[config.mk]
export PLATFORM = sky130hd
export DESIGN_NAME = bus_iface85
export DESIGN_NICKNAME = d
export VERILOG_FILES = /design/src/rtl/bus_iface85.sv
export SDC_FILE = /design/constraint.sdc
export NUM_CORES = 1
export LEC_CHECK = 0
export CORE_MARGIN = 2
export CORE_UTILIZATION = 40
export DETAILED_ROUTE_END_ITERATION = 16
export GPL_ROUTABILITY_DRIVEN = 0
export GPL_TIMING_DRIVEN = 0
export PLACE_DENSITY = 0.75
export REMOVE_ABC_BUFFERS = 1
export SYNTH_ARGS = -nofsm -noshare
export SYNTH_HDL_FRONTEND = slang
export SYNTH_SLANG_ARGS = --single-unit
[constraint.sdc]
create_clock -name clock -period 2.25 [get_ports clock]
set_input_delay 0.225 -clock clock [delete_from_list [all_inputs] [get_ports clock]]
set_output_delay 0.225 -clock clock [all_outputs]
set_load 0.005 [all_outputs]
[src/rtl/bus_iface85.sv]
// 8085-style bus interface: address/data multiplexing, strobes, status encode, PC and read capture.
// Optional HOLD/HLDA support is enabled by defining BUSIF_HOLD_EN.
module bus_iface85 (
   input  logic        clock,
   input  logic        reset,
   input  logic [3:0]  tstate,
   input  logic [3:0]  control,
   input  logic [2:0]  status,
   input  logic        rdy,
   input  logic [15:0] addr_in,
   input  logic        pc_load,
   input  logic [15:0] pc_din,
   input  logic [7:0]  wdata,
   input  logic [7:0]  ad_in,
   output logic [7:0]  ad_out,
   output logic        ad_oe,
   output logic [7:0]  addr_hi,
   output logic        bus_oe,
   output logic        ale,
   output logic        rd_n,
   output logic        wr_n,
   output logic        iom_n,
   output logic        s1,
   output logic        s0,
   output logic [7:0]  rdata,
   output logic        rvalid,
   output logic [15:0] pc,
   output logic        hlda
);

   localparam int unsigned AW = 16;

   localparam logic [3:0] TS_T1   = 4'd1;
   localparam logic [3:0] TS_T2   = 4'd2;
   localparam logic [3:0] TS_T3   = 4'd3;
   localparam logic [3:0] TS_HOLD = 4'd7;
   localparam logic [3:0] TS_HALT = 4'd9;
   localparam logic [3:0] TS_WAIT = 4'd10;

   logic          capture;
   logic [AW-1:0] cap_addr;
   logic          is_wait;
   logic          rd_act;
   logic          wr_act;
   logic          halted;
   logic [2:0]    stat_enc;

   // Decode of the current T-state and control strobes
   always_comb begin
      capture  = (tstate == TS_T1) && control[0];
      cap_addr = ((status == 3'd0) || (status == 3'd5)) ? pc : addr_in;
      is_wait  = (tstate == TS_WAIT);
      rd_act   = ((tstate == TS_T2) || (tstate == TS_T3) || is_wait) && control[2];
      // A simultaneous read/write request is treated as a read
      wr_act   = ((tstate == TS_T2) || (tstate == TS_T3)) && control[3] && !control[2];
`ifdef BUSIF_HOLD_EN
      halted   = (tstate == TS_HALT);
`else
      halted   = (tstate == TS_HALT) || (tstate == TS_HOLD);
`endif
      case (status)
         3'd0:    stat_enc = 3'b011;
         3'd1:    stat_enc = 3'b010;
         3'd2:    stat_enc = 3'b001;
         3'd3:    stat_enc = 3'b110;
         3'd4:    stat_enc = 3'b101;
         3'd5:    stat_enc = 3'b111;
         3'd6:    stat_enc = 3'b010;
         default: stat_enc = 3'b000;
      endcase
   end

   // Bus strobes, multiplexed AD bus, status, PC and read data
   always_ff @(posedge clock) begin
      if (reset) begin
         pc      <= 16'h0000;
         addr_hi <= 8'h00;
         ad_out  <= 8'h00;
         ad_oe   <= 1'b0;
         ale     <= 1'b0;
         rd_n    <= 1'b1;
         wr_n    <= 1'b1;
         {iom_n, s1, s0} <= 3'b011;
         rdata   <= 8'h00;
         rvalid  <= 1'b0;
      end else begin
         if (pc_load)
            pc <= pc_din;
         else if (control[1] && !halted)
            pc <= pc + 16'd1;

         rvalid <= 1'b0;
         if ((tstate == TS_T3) && control[2] && rdy) begin
            rdata  <= ad_in;
            rvalid <= 1'b1;
         end

         if (tstate == TS_T1)
            {iom_n, s1, s0} <= stat_enc;

         ale <= capture;

         if (capture) begin
            addr_hi <= cap_addr[15:8];
            ad_out  <= cap_addr[7:0];
            ad_oe   <= 1'b1;
            rd_n    <= 1'b1;
            wr_n    <= 1'b1;
         end else if (is_wait) begin
            // Wait states freeze the strobes and the AD bus exactly as they are
         end else if (rd_act) begin
            rd_n  <= 1'b0;
            wr_n  <= 1'b1;
            ad_oe <= 1'b0;
         end else if (wr_act) begin
            rd_n   <= 1'b1;
            wr_n   <= 1'b0;
            ad_out <= wdata;
            ad_oe  <= 1'b1;
         end else begin
            rd_n  <= 1'b1;
            wr_n  <= 1'b1;
            ad_oe <= 1'b0;
         end
      end
   end

`ifdef BUSIF_HOLD_EN
   // Hold acknowledge releases the bus one cycle after tstate enters hold
   always_ff @(posedge clock) begin
      if (reset) begin
         hlda   <= 1'b0;
         bus_oe <= 1'b1;
      end else begin
         hlda   <= (tstate == TS_HOLD);
         bus_oe <= (tstate != TS_HOLD);
      end
   end
`else
   assign hlda   = 1'b0;
   assign bus_oe = 1'b1;
`endif

endmodule

Yosys cells after proc, flatten, opt, wreduce, memory -nomap -nowiden
Cells that the tools add are included.
Widths: inputs -> output; s select.
Storage, ports and cells
  register bits: 48
  input port bits: 63
  logic and storage cells: 62
Cells by class
  equality and inequality tests: 14
  muxes and demuxes: 16
  reductions and logical operators: 19
  add/subtract/negate cells: 1
Operators with widths (number)
  $mux 16: 3
  $mux 8: 4
  $pmux 3 s6: 1
  $add 16x1->16 const B: 1
  $eq 3x3->1 const B: 3
  $eq 4x2->1 const B: 2
  $eq 4x4->1 const B: 2
  $mux 1: 8
  $logic_and 1x1->1: 7
  $eq 3x2->1 const B: 2
  $eq 4x1->1 const B: 1
  $eq 4x3->1 const B: 1
  $logic_or 1x1->1: 4
  $ne 2x2->1 const B: 2
  $reduce_bool 2->1: 2
  $reduce_or 2->1: 2
  $eq 3x1->1 const B: 1
  $logic_not 3->1: 1
  $reduce_and 3->1: 1
  $logic_not 1->1: 2

Logic depth before layout (Yosys ltp)
Gate-level depths: netlist of the first run.
  depth in word-level cells: 8
  mapped depth: 6

Worst setup path before layout of the first run
Ideal clock, no wire load.
  path type: reg2reg
  start point: register pc[2]
  end point: register pc[11]
  stages on the path, launching flop included: 6
  setup time: 0.091 ns
  arrival: 1.697 ns
  required time: 2.159 ns
  slack: 0.462 ns
  clock period less this slack: 1.788 ns
  buffers on the path: 1
  path through: dfxtp_1 > and4_1 > clkbuf_1 > nand2_1 > or4_1 > a311oi_1
On the way
  longest elaborated chain between the ends: 3
Ends and longest elaborated chain
  start: declaration: RTL line 27  | output logic [15:0] pc,
  start signal: assignment: RTL line 88  | pc <= pc_din;
  start signal: assignment: RTL line 90  | pc <= pc + 16'd1;
  $add 16x1->16: RTL line 90
  $mux 16: RTL line 89  | else if (control[1] && !halted)
  $mux 16: RTL line 87  | if (pc_load)
Every way passes these cells. The select of a mux whose other input is x is not followed.
A chain may end at the register's enable or synchronous reset.

Worst setup path after layout of the first run
  start point: input port tstate[1]
  end point: register pc[11]
On the way
  longest elaborated chain between the ends: 5
Ends and longest elaborated chain
  start: declaration: RTL line 6  | input logic [3:0] tstate,
  $eq 4x4->1 or $eq 4x3->1 (tied branches): RTL line 59  | halted = (tstate == TS_HALT) || (tstate == TS_HOLD);
  $logic_or 1x1->1 (*): RTL line 59
  $logic_not 1->1 (*): RTL line 89
  $logic_and 1x1->1 (*): RTL line 89
  $reduce_bool 2->1 (no source line) (*)
Mark *: on every way between the ends. The rest lies on a longest branch, timed or not.

==> run summary, run 1 <==
Result of the run: completed
Number of DRC violations after detailed routing: 0
Critical path required time: 2.46 ns
M1 GR Usage: 27.2%
Total internal power: 1430 uW
Core outline area: 5890 um^2
Per-cell via count in the routed design: 5.43
Total number of H-tree levels: 2
TritonCTS clock tree: built
Sum of routed wire length over all layers: 6770 um
Antenna violations before repair: 0
Count of buffers from port buffering: 110
Hold Fails Final Rpt: 0
Fraction of the yosys area taken by sequential cells: 39.6%
Layout Utilization: 63.0%
Number of global-route vias before repair: 2174
Layout cells sized above 1: 5.43%
Instance count along the most critical hold path: 4
Sum of negative setup slack: 0 ns
Gr busiest metal: met2
Layout fillers: 507
Clk slew on worst S/H paths: 0.09 ns
Maximum number of pins on one net before global-route repair: 50
Number of different library cells in the post-synthesis netlist: 44
Sort of element at the start of the critical path: primary input
Synth Cell Area: 2430 um^2
Wire length of the first global-routing pass: 10500 um
Final Cycle Share: 93.6%
Sinks on the clock net: 48
Met2 Use GR: 31.8%
Fraction of synthesized cell area taken by the top area cell type: 39.6%
Min Tclk post-route: 2.11 ns
Floorplan die area: 6710 um^2
Final net count: 431
Switching power share of the total: 25.1%
Worst max-slew margin expressed relative to the limit: 37.8%
Static leakage: 0.00129 uW
Via total after detailed routing: 2405
Worst Clk Skew: 0.00530 ns
CP endpoint kind: flip-flop
Total global routing overflow: 0
Peak fanout along the critical path: 18
Cell count after synthesis: 268
Slew at the pin closest to its max-slew limit: 0.933 ns
Pins over their slew limit: 0
Global-route met3 utilization: 3.85%
Cell Pwr Density: 514 nW/um^2
Number of buffers added to fix hold violations after cts: 0
Power share of the clock group: 33.5%
Clock latency on the worst-skew pair: 0.30 ns
Most instantiated library cell after synthesis: sky130_fd_sc_hd__dfxtp_1
Share of synthesized registers carrying an async set or reset: 0%
Antenna viol nets, final: 0
Number of max-cap violations: 0
Number of synthesized register bits: 48
Upper clock frequency limit: 475 MHz
Number of diodes added for antenna fixing: 0
Warnings from Yosys: 0
Cells taking the most area after synthesis: sky130_fd_sc_hd__dfxtp_1, sky130_fd_sc_hd__mux2i_1, sky130_fd_sc_hd__a211oi_1
Hold/Removal Path Class: primary input to flip-flop
Combinational share of power: 18.0%
Clock Tree Root: sky130_fd_sc_hd__clkbuf_8
Leading cell types by count after synthesis: sky130_fd_sc_hd__dfxtp_1, sky130_fd_sc_hd__nor2_1, sky130_fd_sc_hd__a211oi_1
Die Span Y: 81.9 um
Placed wire-length estimate: 4800 um
Most used flip-flop cell after synthesis: sky130_fd_sc_hd__dfxtp_1
Wire length per cell after detailed routing: 15.3 um
Layout area overhead: 52.7%
Unrepaired setup endpoints after global routing: false
DRC violation total after the first TritonRoute iteration: 87
Worst supply voltage drop on vdd: 0.251 mV
Cell type contributing the most total cell area after synthesis: sky130_fd_sc_hd__dfxtp_1
EDFF count, synth: 0
Post-CTS setup buffer count: 0
Number of setup violations in the final report: 0
Average cell area after synthesis: 9.06 um^2
Standard-cell row count: 28
Worst Path Arrival: 2.31 ns
WHS: 0.440 ns
Type of the worst setup path: primary input to flip-flop
Die boundary width: 81.9 um
Worst reg-to-reg path cell count: 4
Part of the power in registers: 48.5%
Number of buffers inserted during clock tree synthesis: 5
Sw power: 478 uW
Boundary Pins: 113
TritonRoute pass-1 iters: 4
Initial Util: 41.3%
Combined global-route utilization of all metal layers: 19.7%
Deepest clock path buffer count: 2
-- stage by stage --
step / area (um^2) / total power (uW) / setup slack [ns] / cells
after detailed placement: 3550 / 1280 / -0.667 / 434
after floorplan: 2340 / 1050 / 0.421 / 248
after CTS: 3680 / 1920 / 0.0975 / 442
final: 3710 / 1910 / 0.144 / 443
after global placement: 3540 / 1270 / -0.612 / 433
after global routing: 3710 / 2000 / 0.0176 / 443
-- sequential cells by signal (all words and copies together), names as in the netlist, 8 cells and up --
signal / flops
ad_out: 8
rdata: 8
pc: 16
addr_hi: 8
-- per-layer routing --
metal,share of wire (%),vias up,routed length [um]
met2,47,65,3170
met5,0,-,0
met4,0.66,0,45
li1,-,1215,-
met1,46,1121,3150
met3,6.0,4,404
-- kinds of logic (layout without fill, tap and decap cells) --
group | Yosys count | count (layout) | synth area share [%]
compound gates | 61 | 61 | 19.5
xor+xnor | 3 | 3 | 1.08
fa+ha+maj | 1 | 1 | 0.515
buf+inv | 26 | 126 | 4.43
flops | 48 | 48 | 39.6
mux | 26 | 26 | 10.7
other cells | 2 | 2 | 0.309
simple gates | 101 | 101 | 23.9
-- path summary, 6_finish.rpt --
check | start | endpoint | slack [ns]
setup / recovery | tstate[1] | pc[11] | 0.14
hold / removal | tstate[2] | ale | 0.44
setup reg to reg | pc[2] | pc[12] | 0.32
hold reg to reg | s1 | s1 | 0.47
-- power by group through the flow --
stage	Sequential (uW)	Clock [uW]	Combinational, uW
finish	925	638	344
detailed placement	944	0	338
global placement	943	0	331
global route	931	689	376
CTS	924	654	342
floorplan	935	0	114
-- what timing repair did --
item | in CTS | in global routing
gates cloned | 0 | 1
setup endpoints to repair | 21 | 18
pin swaps | 0 | 1
resized for setup | 3 | 8
-- cells in the final DEF, fill, tap and decap left out, types with 4 or more instances in the layout --
cell and n:
sky130_fd_sc_hd__mux2i_1 26, sky130_fd_sc_hd__clkdlybuf4s50_1 106, sky130_fd_sc_hd__a211oi_1 30, sky130_fd_sc_hd__dfxtp_1 48, sky130_fd_sc_hd__a2111oi_0 5, sky130_fd_sc_hd__and4_1 4
sky130_fd_sc_hd__a311oi_1 9, sky130_fd_sc_hd__nor2_1 33, sky130_fd_sc_hd__nand4_1 4, sky130_fd_sc_hd__inv_1 5, sky130_fd_sc_hd__clkbuf_8 5, sky130_fd_sc_hd__and3_1 8
sky130_fd_sc_hd__or4_1 5, sky130_fd_sc_hd__nand3_1 6, sky130_fd_sc_hd__nand2_1 12, sky130_fd_sc_hd__o31ai_1 6
-- area by class of cell --
class                   instances  area, um^2  share of cell area (%)
repair inverters                1        5.00                   0.135
clock inverters                 3        46.3                    1.25
clock buffers                   5        68.8                    1.86
repair buffers                111        1120                    30.2
well taps                      75        93.8                    2.53
flip-flops and latches         48         961                    25.9
inverters                       6        26.3                   0.709
multi-input cells             194        1390                    37.4
-- critical path, stage by stage --
cell and delay, ns:
sky130_fd_sc_hd__clkdlybuf4s50_1 0.56, sky130_fd_sc_hd__and4bb_2 0.29, sky130_fd_sc_hd__or3b_4 0.49, sky130_fd_sc_hd__or4_1 0.49, sky130_fd_sc_hd__a311oi_1 0.25
Note: power is estimated with default switching activity, not from simulation.
==> run 2, diff against run 1 <==
DONT_BUFFER_PORTS = 1   (was default)
PLACE_DENSITY = 0.51   (was 0.75)
clock period = 2.55 ns   (was 2.25 ns; I/O delays follow)
==> run 2 against run 1 <==
Against the previous run: core utilization decreased by 19 points; wire length decreased by 8.1%; critical path type unchanged; clock skew increased by 0.0061 ns; count of clock-buffer cells in the layout unchanged; hold slack got worse by 0.42 ns; largest cell class unchanged.
==> run summary, run 2 (synthesis results as in run 1) <==
Die Span Y: 81.9 um (unchanged)
Wire length of the first global-routing pass: 9630 um (was 10500 um)
Layout fillers: 624 (was 507)
Total global routing overflow: 0 (unchanged)
Static leakage: 0.000849 uW (was 0.00129 uW)
Via total after detailed routing: 2022 (was 2405)
Pins over their slew limit: 0 (unchanged)
Critical path required time: 2.69 ns (was 2.46 ns)
Maximum number of pins on one net before global-route repair: 50 (unchanged)
Antenna viol nets, final: 0 (unchanged)
Per-cell via count in the routed design: 6.07 (was 5.43)
Number of buffers and inverters on the critical path: 0 (was 1)
Count of buffers from port buffering: 0 (was 110)
Sinks on the clock net: 48 (unchanged)
Unrepaired setup endpoints after global routing: false (unchanged)
Placed wire-length estimate: 4330 um (was 4800 um)
Setup slack of the worst register-to-register path: 0.55 ns (was 0.32 ns)
Sw power: 385 uW (was 478 uW)
Worst supply voltage drop on vdd: 0.210 mV (was 0.251 mV)
Number of DRC violations after detailed routing: 0 (unchanged)
Layout Utilization: 43.9% (was 63.0%)
Upper clock frequency limit: 475 MHz
Post-DP Area: 2460 um^2 (was 3550 um^2)
Number of max-cap violations: 0 (unchanged)
Final cell area excluding filler cells: 2580 um^2 (was 3710 um^2)
DRC violation total after the first TritonRoute iteration: 96 (was 87)
Floorplan die area: 6710 um^2 (unchanged)
Core outline area: 5890 um^2 (unchanged)
Number of global-route vias before repair: 1884 (was 2174)
TritonRoute pass-1 iters: 4 (unchanged)
Combined global-route utilization of all metal layers: 18.2% (was 19.7%)
Min Tclk post-route: 2.11 ns
Number of setup violations in the final report: 0 (unchanged)
CP Depth: 4 (was 5)
Final net count: 321 (was 431)
Critical path launch point: tstate[3] (was tstate[1])
Total number of H-tree levels: 2 (unchanged)
Register ranked first by flip-flop count: pc (unchanged)
Worst Path Arrival: 2.25 ns (was 2.31 ns)
Worst max-slew margin expressed relative to the limit: 16.9% (was 37.8%)
Combinational share of power: 8.2% (was 18.0%)
CP endpoint kind: flip-flop (unchanged)
Switching power share of the total: 25.3% (was 25.1%)
Antenna violations before repair: 0 (unchanged)
Sum of negative setup slack: 0 ns (unchanged)
Number of diodes added for antenna fixing: 0 (unchanged)
Largest stage delay on the critical path: 1.01 ns (was 0.56 ns)
TritonCTS clock tree: built (unchanged)
Hold/Removal Path Class: primary input to flip-flop (unchanged)
Hold Fails Final Rpt: 0 (unchanged)
Highest-count cells in the layout ignoring fill and taps: sky130_fd_sc_hd__dfxtp_1, sky130_fd_sc_hd__nor2_1, sky130_fd_sc_hd__a211oi_1 (was sky130_fd_sc_hd__clkdlybuf4s50_1, sky130_fd_sc_hd__dfxtp_1, sky130_fd_sc_hd__nor2_1)
Part of the power in registers: 54.1% (was 48.5%)
Number of buffers added to fix hold violations after cts: 0 (unchanged)
Wire length per cell after detailed routing: 18.7 um (was 15.3 um)
Standard-cell row count: 28 (unchanged)
Result of the run: completed (unchanged)
Top delay family on crit path: simple AND/OR/NAND/NOR gates (unchanged)
Clock Tree Root: sky130_fd_sc_hd__clkbuf_8 (unchanged)
CP cell instances: nor4b_1 > nand2_1 > a211oi_1 > a211oi_1 (was clkdlybuf4s50_1 > and4bb_2 > or3b_4 > or4_1 > a311oi_1)
Max reg flops: 16 (unchanged)
Boundary Pins: 113 (unchanged)
End of the worst register-to-register path: pc[10] (was pc[12])
Worst R2R Start: pc[2] (unchanged)
Sum of routed wire length over all layers: 6220 um (was 6770 um)
Layout cells sized above 1: 4.65% (was 5.43%)
Cell repeated most along the worst path: sky130_fd_sc_hd__a211oi_1
Crit path capture: ad_out[1] (was pc[11])
Number of buffers inserted during clock tree synthesis: 5 (unchanged)
Total Power: 1520 uW (was 1910 uW)
Beginning of the worst hold path: reset (was tstate[2])
Clock latency on the worst-skew pair: 0.31 ns (was 0.30 ns)
Resize count post-CTS: 0 (was 3)
Slew at the pin closest to its max-slew limit: 1.23 ns (was 0.933 ns)
Clk slew on worst S/H paths: 0.10 ns (was 0.09 ns)
Initial Util: 41.3% (unchanged)
Cell Pwr Density: 589 nW/um^2 (was 514 nW/um^2)
Peak fanout along the critical path: 10 (was 18)
Final Cycle Share: 82.6%
Most common library cell in the layout ignoring fill and taps: sky130_fd_sc_hd__dfxtp_1 (was sky130_fd_sc_hd__clkdlybuf4s50_1)
Deepest clock path buffer count: 2 (unchanged)
Post-CTS setup buffer count: 0 (unchanged)
Worst reg-to-reg path cell count: 4 (unchanged)
Power share of the clock group: 37.7% (was 33.5%)
Total internal power: 1140 uW (was 1430 uW)
Die boundary width: 81.9 um (unchanged)
Master of the slowest instance on the critical path: sky130_fd_sc_hd__nor4b_1 (was sky130_fd_sc_hd__clkdlybuf4s50_1)
Worst Clk Skew: 0.0114 ns (was 0.00530 ns)
Type of the worst setup path: primary input to flip-flop (unchanged)
Sort of element at the start of the critical path: primary input (unchanged)
Layout area overhead: 6.39% (was 52.7%)
-- run 2: power by group through the flow --
| stage | clock (uW) | sequential (uW) | combinational [uW] |
|---|---|---|---|
| global route | 620 | 831 | 141 |
| finish | 573 | 823 | 124 |
| detailed placement | 0 | 841 | 122 |
| global placement | 0 | 841 | 118 |
| CTS | 591 | 824 | 123 |
| floorplan | 0 | 825 | 101 |
-- run 2: layout make-up --
class | count | area, um^2 | share of cell area (%)
Multi-Input combinational cell | 194 | 1370 | 52.9
Sequential cell | 48 | 961 | 37.2
Tap cell | 75 | 93.8 | 3.63
Clock buffer | 5 | 68.8 | 2.66
Clock inverter | 3 | 46.3 | 1.79
Timing Repair Buffer | 2 | 25.0 | 0.969
Inverter | 6 | 22.5 | 0.872
-- run 2: per-layer routing --
layer  GRT usage, %  wire [um]
met1           24.9       2890
met2           27.4       2700
met3           5.49        523
met4           5.50         97
met5              0          0
-- run 2: per-stage QoR --
step / setup slack, ns / cells / hold WS [ns]
2_1_floorplan: 0.691 / 248 / 0.324
3_3_place_gp: 0.105 / 323 / 0.334
3_5_place_dp: 0.158 / 324 / 0.335
4_1_cts: 0.497 / 332 / 0.000278
5_1_grt: 0.186 / 333 / 0.00426
6_report: 0.444 / 333 / 0.0154
-- run 2: worst min path at each step --
stage,endpoint,slack (ns),cells past startpoint
floorplan,pc[13],0.32,1
global placement,pc[8],0.33,1
detailed placement,pc[13],0.33,1
CTS,ad_oe,0.0003,1
global route,rdata[1],0.004,1
finish,ad_out[3],0.02,1
==> run 3, diff against run 2 <==
clock period = 1.98 ns   (was 2.55 ns; I/O delays follow)
==> run 3 against run 2 <==
Against the previous run: cell area grew 2.4%; sequential share of layout area fell by 0.58 points; global-route usage up 0.67 points; critical endpoint is now pc[10].
==> run summary, run 3 (synthesis results as in run 1) <==
Metal2 WL: 2770 um (was 2700 um)
Die boundary width: 81.9 um (unchanged)
Sum of routed wire length over all layers: 6390 um (was 6220 um)
Core outline area: 5890 um^2 (unchanged)
Wire length of the first global-routing pass: 9890 um (was 9630 um)
Boundary Pins: 113 (unchanged)
Hold Fails Final Rpt: 0 (unchanged)
TritonCTS clock tree: built (unchanged)
Worst Clk Skew: 0.00943 ns (was 0.0114 ns)
Sequential cell area: 968 um^2 (was 961 um^2)
Maximum number of pins on one net before global-route repair: 47 (was 50)
Part of the power in registers: 53.6% (was 54.1%)
Antenna viol nets, final: 0 (unchanged)
Hold/Removal Path Class: primary input to flip-flop (unchanged)
Per-cell via count in the routed design: 5.98 (was 6.07)
Pins over their slew limit: 0 (unchanged)
Number of setup violations in the final report: 0 (unchanged)
Number of buffers inserted during clock tree synthesis: 5 (unchanged)
Layout Utilization: 44.9% (was 43.9%)
Uppermost metal layer occupied by signal nets: met4 (unchanged)
Clk slew on worst S/H paths: 0.10 ns (about the same)
Total internal power: 1470 uW (was 1140 uW)
Area taken by multi-input logic gates: 1380 um^2 (was 1370 um^2)
Number of global-route vias before repair: 1910 (was 1884)
Clock Tree Root: sky130_fd_sc_hd__clkbuf_8 (unchanged)
Worst Path Arrival: 2.06 ns (was 2.25 ns)
Count of non-filler cells in the finished layout: 336 (was 333)
Min Tclk post-route: 1.84 ns
Result of the run: completed (unchanged)
DRT met1 WL: 2970 um (was 2890 um)
Most common library cell in the layout ignoring fill and taps: sky130_fd_sc_hd__dfxtp_1 (unchanged)
Combined global-route utilization of all metal layers: 18.8% (was 18.2%)
Sinks on the clock net: 48 (unchanged)
Type of the worst setup path: flip-flop to flip-flop (was primary input to flip-flop)
TritonRoute pass-1 iters: 4 (unchanged)
Cell Count Post-Placement: 324 (unchanged)
Worst supply voltage drop on vdd: 0.271 mV (was 0.210 mV)
Max reg flops: 16 (unchanged)
Final Cycle Share: 92.9%
Switching power share of the total: 25.9% (was 25.3%)
Power share of the clock group: 37.2% (was 37.7%)
WHS: 0.0229 ns (was 0.0154 ns)
Highest-count cells in the layout ignoring fill and taps: sky130_fd_sc_hd__dfxtp_1, sky130_fd_sc_hd__nor2_1, sky130_fd_sc_hd__a211oi_1 (unchanged)
Final net count: 324 (was 321)
Number of DRC violations after detailed routing: 0 (unchanged)
Slew at the pin closest to its max-slew limit: 0.755 ns (was 1.23 ns)
Placed wire-length estimate: 4330 um (unchanged)
Combinational share of power: 9.2% (was 8.2%)
Metal3 WL: 551 um (was 523 um)
Unrepaired setup endpoints after global routing: true (was false)
Layout fillers: 616 (was 624)
Number of max-cap violations: 0 (unchanged)
Layout area overhead: 8.91% (was 6.39%)
Deepest clock path buffer count: 2 (unchanged)
Final cell area excluding filler cells: 2650 um^2 (was 2580 um^2)
Wire length per cell after detailed routing: 19.0 um (was 18.7 um)
Cell Pwr Density: 750 nW/um^2 (was 589 nW/um^2)
CP endpoint kind: flip-flop (unchanged)
Via total after detailed routing: 2009 (was 2022)
Sort of element at the start of the critical path: flip-flop (was primary input)
Total number of H-tree levels: 2 (unchanged)
Post-DP Area: 2460 um^2 (unchanged)
Die Span Y: 81.9 um (unchanged)
Sw power: 513 uW (was 385 uW)
Layout cells sized above 1: 9.58% (was 4.65%)
Floorplan die area: 6710 um^2 (unchanged)
Critical path required time: 2.20 ns (was 2.69 ns)
Upper clock frequency limit: 544 MHz
Antenna violations before repair: 0 (unchanged)
Count of buffers from port buffering: 0 (unchanged)
Register ranked first by flip-flop count: pc (unchanged)
Clock latency on the worst-skew pair: 0.30 ns (was 0.31 ns)
Standard-cell row count: 28 (unchanged)
Peak fanout along the critical path: 8 (was 10)
Worst max-slew margin expressed relative to the limit: 49.5% (was 16.9%)
Number of diodes added for antenna fixing: 0 (unchanged)
Total global routing overflow: 0 (unchanged)
DRC violation total after the first TritonRoute iteration: 90 (was 96)
Initial Util: 41.3% (unchanged)
Static leakage: 0.000872 uW (was 0.000849 uW)
-- run 3: critical path: stages, from the launching register on --
cell                       delay [ns]
sky130_fd_sc_hd__dfxtp_1         0.50
sky130_fd_sc_hd__ha_2            0.31
sky130_fd_sc_hd__nand4_1         0.11
sky130_fd_sc_hd__buf_4           0.18
sky130_fd_sc_hd__or4_1           0.40
sky130_fd_sc_hd__a311oi_1        0.25
-- run 3: what timing repair did --
action	CTS	global route
pin swaps	0	1
setup endpoints to repair	5	24
hold endpoints to repair	46	0
buffers inserted	0	1
hold buffers	3	0
resized for setup	3	8
-- run 3: area by class of cell --
class	instances	share of cell area [%]
sequential	48	36.6
clock buffer	5	2.60
timing repair buffer	5	2.37
tap	75	3.55
inverter	6	0.851
multi-input combinational	194	52.3
clock inverter	3	1.75
-- run 3: final timing paths --
kind / startpoint / to / slack, ns / cells after the start
worst max register to register: pc[1] / pc[10] / 0.14 / 5
worst min register to register: s1 / s1 / 0.51 / 1
worst max-delay path: pc[1] / pc[10] / 0.14 / 5
worst min-delay path: pc_din[3] / pc[3] / 0.02 / 2
-- run 3: per-layer routing --
| metal | GRT usage (%) | up-vias |
|---|---|---|
| met5 | 0 | - |
| met3 | 5.60 | 10 |
| li1 | - | 1012 |
| met2 | 28.0 | 72 |
| met1 | 26.2 | 915 |
| met4 | 5.50 | 0 |
-- run 3: power groups by stage --
stage               clock network [uW]  registers [uW]  logic [uW]
floorplan                            0            1060         130
global placement                     0            1080         152
detailed placement                   0            1080         158
CTS                                762            1060         183
global route                       797            1070         207
finish                             738            1060         183
-- run 3: per-stage QoR --
step           TNS, ns  total power [uW]  setup WS (ns)
2_1_floorplan        0              1190          0.178
3_5_place_dp     -3.84              1240         -0.355
4_1_cts              0              2010         0.0139
5_1_grt              0              2080        0.00241
6_report             0              1980          0.141
3_3_place_gp     -5.40              1240         -0.408
